`config.mk`:
```
export PLATFORM = sky130hd
export DESIGN_NAME = write_back_stage
export DESIGN_NICKNAME = d
export VERILOG_FILES = /design/src/rtl/write_back_stage.sv
export SDC_FILE = /design/constraint.sdc
export NUM_CORES = 1
export LEC_CHECK = 0
export BUFFER_PORTS_ARGS = -buffer_cell sky130_fd_sc_hd__buf_2
export CAP_MARGIN = 10
export CORE_MARGIN = 2
export CORE_UTILIZATION = 35
export DETAILED_ROUTE_END_ITERATION = 16
export GPL_TIMING_DRIVEN = 1
export PLACE_DENSITY = 0.65
export SKIP_CTS_REPAIR_TIMING = 1
export SLEW_MARGIN = 30
export SYNTH_ARGS = -nofsm -noshare
export SYNTH_HDL_FRONTEND = slang
export SYNTH_SLANG_ARGS = --single-unit
```
`constraint.sdc`:
```
create_clock -name clk -period 2 [get_ports clk]
set_input_delay 0.2 -clock clk [delete_from_list [all_inputs] [get_ports clk]]
set_output_delay 0.2 -clock clk [all_outputs]
set_load 0.01 [all_outputs]
```
`src/rtl/write_back_stage.sv`:
```
// write_back_stage
//   Final pipeline stage. Accepts completed ops from MEM, waits for
//   variable-latency load data, and issues one registered register-file
//   write per writing op. Writes to R15 are redirected to fetch via pc_wb.
//   Also exports the pending destination for ID-stage hazard checks.
//
// Ports
//   clk, rst               clock, synchronous active-low reset
//   mem_valid/mem_ready    MEM-stage handshake
//   mem_wb_en, mem_r_en    op writes a register / op is a load
//   mem_dest, mem_alu_result  destination and non-load result
//   dmem_rdata_valid, dmem_rdata  load response
//   write_back_en, dest_wb, result_wb  register-file write port
//   pc_wb                  one-cycle pulse for a write targeting R15
//   busy_valid, busy_dest  pending destination for hazard detection
//   load_timeout           sticky: a load never got its data
module write_back_stage #(
  parameter int DATA_W  = 32,
  parameter int TIMEOUT = 16
) (
  input  logic              clk,
  input  logic              rst,
  input  logic              mem_valid,
  output logic              mem_ready,
  input  logic              mem_wb_en,
  input  logic              mem_r_en,
  input  logic [3:0]        mem_dest,
  input  logic [DATA_W-1:0] mem_alu_result,
  input  logic              dmem_rdata_valid,
  input  logic [DATA_W-1:0] dmem_rdata,
  output logic              write_back_en,
  output logic [3:0]        dest_wb,
  output logic [DATA_W-1:0] result_wb,
  output logic              pc_wb,
  output logic              busy_valid,
  output logic [3:0]        busy_dest,
  output logic              load_timeout
);

  localparam int CNT_W = $clog2(TIMEOUT + 1);
  localparam logic [CNT_W-1:0] TO_VAL = CNT_W'(TIMEOUT);
  localparam logic [3:0] PC_REG = 4'd15;

  typedef enum logic [1:0] {IDLE, WAIT, WRITE} state_t;

  state_t             state, state_nx;
  logic [CNT_W-1:0]   cnt, cnt_nx, cnt_inc;
  logic               wen_nx, pc_nx, to_nx;
  logic [3:0]         dwb_nx, bd_nx;
  logic [DATA_W-1:0]  res_nx;

  // Handshake and hazard flag depend on state only.
  assign mem_ready  = (state != WAIT);
  assign busy_valid = (state != IDLE);
  assign cnt_inc    = cnt + 1'b1;

  always_ff @(posedge clk) begin
    if (!rst) begin
      state         <= IDLE;
      cnt           <= '0;
      write_back_en <= 1'b0;
      pc_wb         <= 1'b0;
      dest_wb       <= '0;
      result_wb     <= '0;
      busy_dest     <= '0;
      load_timeout  <= 1'b0;
    end else begin
      state         <= state_nx;
      cnt           <= cnt_nx;
      write_back_en <= wen_nx;
      pc_wb         <= pc_nx;
      dest_wb       <= dwb_nx;
      result_wb     <= res_nx;
      busy_dest     <= bd_nx;
      load_timeout  <= to_nx;
    end
  end

  always_comb begin
    state_nx = state;
    cnt_nx   = cnt;
    wen_nx   = 1'b0;
    pc_nx    = 1'b0;
    dwb_nx   = dest_wb;     // write port holds last written values
    res_nx   = result_wb;
    bd_nx    = busy_dest;
    to_nx    = load_timeout;
    case (state)
      // WRITE accepts like IDLE so ALU ops stream back-to-back.
      IDLE, WRITE: begin
        state_nx = IDLE;
        bd_nx    = '0;
        if (mem_valid && mem_wb_en) begin
          bd_nx = mem_dest;
          if (mem_r_en) begin
            state_nx = WAIT;
            cnt_nx   = '0;
          end else begin
            state_nx = WRITE;
            wen_nx   = (mem_dest != PC_REG);
            pc_nx    = (mem_dest == PC_REG);
            dwb_nx   = mem_dest;
            res_nx   = mem_alu_result;
          end
        end
      end
      WAIT: begin
        // Data arriving on the final allowed edge still wins over timeout.
        if (dmem_rdata_valid) begin
          state_nx = WRITE;
          wen_nx   = (busy_dest != PC_REG);
          pc_nx    = (busy_dest == PC_REG);
          dwb_nx   = busy_dest;
          res_nx   = dmem_rdata;
        end else if (cnt_inc == TO_VAL) begin
          state_nx = IDLE;
          cnt_nx   = '0;
          bd_nx    = '0;
          to_nx    = 1'b1;
        end else begin
          cnt_nx = cnt_inc;
        end
      end
      default: state_nx = IDLE;
    endcase
  end

endmodule
```
== Word level (Yosys, flattened, before mapping) ==
Cells that the tools add are included.

* Mux-type cells: 30
* Reduce and logical (&&, ||, !) cells: 9
* Equal/unequal tests: 15
* Add/subtract/negate cells: 1
* Bitwise logic cells: 1

{| class="wikitable"
|+ Operators with widths
! operator !! number
|-
| $mux W32 || 3
|-
| $pmux W32 S2 || 1
|-
| $mux W4 || 6
|-
| $mux W5 || 4
|-
| $pmux W4 S2 || 2
|-
| $ne A2 B2 Y1 const B || 6
|-
| $pmux W5 S2 || 1
|-
| $eq A4 B4 Y1 const B || 2
|-
| $mux W2 || 4
|-
| $ne A4 B4 Y1 const B || 2
|-
| $reduce_and A4 Y1 || 2
|-
| $mux W1 || 6
|-
| $reduce_and A3 Y1 || 2
|-
| $add A5 B1 Y5 const B || 1
|-
| $eq A5 B5 Y1 const B || 1
|-
| $pmux W1 S2 || 2
|-
| $pmux W2 S2 || 1
|-
| $reduce_bool A2 Y1 || 2
|-
| $ne A3 B3 Y1 const B || 1
|-
| $eq A2 B1 Y1 const B || 1
|-
| $eq A2 B2 Y1 const B || 1
|-
| $logic_not A2 Y1 || 1
|-
| $ne A2 B1 Y1 const B || 1
|-
| $reduce_or A2 Y1 || 1
|-
| other kinds (2) || 2
|}

* Register bits after elaboration: 50
* Bits of input ports: 74
* Output and inout port bits: 45
* Word-level logic and storage cells: 64

== Depth between registers and ports, before layout ==
* Word-level depth: 5
* Mapped depth: 6
* Mapped depth without buffers: 5

== Worst setup path after synthesis ==
OpenSTA, ideal clock, no wires.

* Path kind: reg2reg
* Start point: register state[0]
* End point: register cnt[2]
* Data arrival time: 1,373 ps
* Data required time: 1,930 ps
* Setup time: 70 ps
* Path buffers: 0
* Slack: 558 ps
* Period minus slack after synthesis: 1,442 ps
* Stages on the path, launching flop included: 5
* Cell sequence: dfxtp_1 -> nor3b_4 -> a41oi_4 -> or4b_1 -> a21oi_1

* Cells in the longest elaborated chain, start to end: 4

{| class="wikitable"
|+ Ends and longest elaborated chain
! what !! line !! source
|-
| start: declaration || 46 || <nowiki>state_t state, state_nx;</nowiki>
|-
| start signal: assignment || 68 || <nowiki>state <= state_nx;</nowiki>
|-
| $eq A2 B2 Y1 / $logic_not A2 Y1 (equally long branches) || 88 || <nowiki>case (state)</nowiki>
|-
| $reduce_or A2 Y1 || 88 ||
|-
| $ne A2 B2 Y1 (no source line) / $reduce_bool A2 Y1 (equally long branches) || - ||
|-
| $reduce_and A4 Y1 (no source line) || - ||
|-
| end signal: assignment || 69 || <nowiki>cnt <= cnt_nx;</nowiki>
|-
| end: declaration || 47 || <nowiki>logic [CNT_W-1:0] cnt, cnt_nx, cnt_inc;</nowiki>
|}

Several ways; a longest one is shown, not always the timed one.
A chain may end at the register's enable or synchronous reset.

== Final worst setup path ==
* Start point: register state[1]
* End point: output mem_ready

* Cells in the longest elaborated chain, start to end: 1

{| class="wikitable"
|+ Ends and longest elaborated chain
! what !! line !! source
|-
| $ne A2 B1 Y1 || 53 || <nowiki>assign mem_ready = (state != WAIT);</nowiki>
|-
| end: declaration || 24 || <nowiki>output logic mem_ready,</nowiki>
|}

Every way passes these cells.

==> results.yml <==
timing:
  max_slew_margin_pct: 53.16
  finalMaxSlewViolations: 0
  finClkSkew_ns: 0.007540
  setup_ws_ns: 0.2552
  setup_tns_ns: 0
  worst_slew_pin_slew_ns: 0.6972
  fin_crit_ns: 1.745
  hold_viol: 0
  period_share_pct: 87.24
  clock.fmax_ghz: 0.5731
  rsz0062_at_grt: "no"
  setup_viol: 0
setup_path:
  slowest_stage: "dfxtp_1"
  cp_max_fo: 27
  crit_path_start_kind: "flop"
  worstSetupPathType: "reg2out"
  crit_required_ns: 1.80
  worstPathCellList: "and2b_2, inv_1, buf_12, buf_2"
  max_stage_delay_ns: 0.43
  cp-end-kind: "output pin"
  cp.arrival_ns: 1.54
clock_tree:
  cts-root-buf: "clkbuf_8"
  cts_made_buffers: 5
  clkSinkCount: 50
  path_clk_slew_ns: 0.09
  clkLatencyLatePin_ns: 0.31
  clock_path_buffers: 2
  cts_tree: "done"
  htreeDepth: 2
run_status:
  status: "finished clean"
floorplanning:
  design.core.area_um2: 6026
  die_h_um: 83.50
  die_w_um: 83.50
  fp.dieArea_um2: 6972
  rows: 28
  ios: 119
  start_util_pct: 36.71
power_and_ir_drop:
  power_per_cell_area_nw_per_um2: 676.8
  p_leak_nw: 1.379
  total_power_mw: 2.027
  ir_drop_mv: 0.2730
global_route:
  met2_usage_pct: 28.67
  global_route.usage.met1_pct: 23.47
  grt_pass1_wl_mm: 10.27
  grt_most_used_layer: "met2"
  use_met3_pct: 5.242
  grt.total_usage_pct: 17.90
  antenna_found_initial: 0
  grt_pass1_vias: 2170
  grt_overflow: 0
  grt_max_degree: 35
final_layout:
  final_cell_mix: "buf_2 (118), nand2_1 (80), dfxtp_1 (50), nor2_1 (41), a311oi_1 (37)"
  syn_to_final_growth_pct: 35.41
  final_common_cell: "buf_2"
  drive_gt1_share_pct: 36.88
  nets: 459
  antenna_cells: 0
  n_fill_cell: 624
synth:
  synth_top_cells_by_area: "dfxtp_1 (45%), a311oi_1 (15%), nand2_1 (14%)"
  synthCells: 271
  yosysTopAreaCellShare_pct: 45.25
  synth_seq_cells: 50
  postSynthAreaPerCell_um2: 8.163
  synth_cell_types: 35
  syn_nets: 346
  synth_top_area_cell: "dfxtp_1"
  ys_warn_count: 0
  netlist_area_um2: 2212
  ys_seq_area_share_pct: 45.25
flow_run:
  maxCapViolations: 0
detailed_routing:
  ant_nets: 0
  vias: 2343
  drt_iter0_markers: 117
  wl_mm: 6.177
  via_per_inst: 5.093
  first_pass_iters: 4
  drc: 0
  routedWlPerCell_um: 13.43
place:
  dp_slack_ns: 0.4283
  place_congestion: 0.8198
  io_buffers: 118
  dpl.hpwl_mm: 4.495
min_path:
  hp-class: "in2reg"
## cell families after synthesis
group                    count (synthesis)  share of synthesized area, %
AO/OA/AOI/OAI                           56                         22.06
adder cells (fa/ha/maj)                  1                        0.5655
buffers and inverters                   25                         5.091
flip-flops                              50                         45.25
multiplexers                             1                        0.4525
AND/OR/NAND/NOR                        138                         26.58
## cell type report
cell class | instances | area (um2) | area share, %
clock buffers | 5 | 68.82 | 2.297
inverters | 4 | 15.01 | 0.5013
multi-input cells | 196 | 1100 | 36.72
clock inverters | 3 | 21.27 | 0.7101
flip-flops and latches | 50 | 1001 | 33.42
well taps | 75 | 93.84 | 3.133
repair buffers | 127 | 695.7 | 23.22
## per-layer routing
metal	part of all wire, %	vias to the layer above	wire (um)
met2	45	91	2768
met4	1.2	0	77
met1	46	1058	2840
met3	7.9	7	490
li1	-	1187	-
met5	0	-	0
## power breakdown
| group | switching [mW] | leakage [nW] | internal [mW] | total, mW |
|---|---|---|---|---|
| registers | 0.0286 | 0.409 | 1.05 | 1.08 |
| logic | 0.192 | 0.926 | 0.168 | 0.360 |
| clock network | 0.343 | 0.0441 | 0.246 | 0.589 |
| total | 0.563 | 1.38 | 1.46 | 2.03 |
## Yosys cell counts
master and count:
nor4_1 1, a2bb2oi_1 1, a32o_1 2, a311oi_1 37, ha_1 1, nand2_1 80, buf_2 12, nor3b_4 1
a211oi_1 1, buf_4 1, and4bb_2 1, dfxtp_1 50, o2111ai_1 1, a21oi_1 2, a22oi_1 1, nor3_1 2
nor2_1 41, mux2i_1 1, nand4bb_1 1, a21o_1 1, inv_1 4, nor2b_1 1, a32oi_1 1, a41oi_4 1
nand4_1 2, o21ai_0 3, or4b_1 1, a22o_1 4, nand3_1 2, or2_2 1, or3b_2 1, o211ai_1 1
clkbuf_1 8, and2b_2 1, nand2b_1 2
## worst max-delay path: cells and delay by family (launching register included)
kind | cells | cell delay, ns
flops | 1 | 0.43
buf+inv | 3 | 0.52
simple gates | 1 | 0.27
## metrics by stage
step,cell area (um2),std cells,hold WS [ns],util (%)
after global routing,2995,460,0.1370,49.71
after detailed placement,2905,452,0.4473,48.21
after CTS,2995,460,0.1323,49.71
after floorplan,2212,271,0.3258,-
after global placement,2905,452,0.4377,48.21
final,2995,460,0.1407,49.71
## flip-flops by register name, summed over array words and instances, names as in the netlist
name / flops
busy_dest: 4
cnt: 5
dest_wb: 4
load_timeout: 1
pc_wb: 1
result_wb: 32
state: 2
write_back_en: 1
## worst paths after layout
path / start / end / slack, ns / depth (start not counted)
max: state[1] / mem_ready / 0.26 / 4
min reg2reg: load_timeout / load_timeout / 0.46 / 2
min: dmem_rdata[3] / result_wb[3] / 0.14 / 3
max reg2reg: state[1] / cnt[2] / 0.40 / 5
Note: power is estimated with default switching activity, not from simulation.
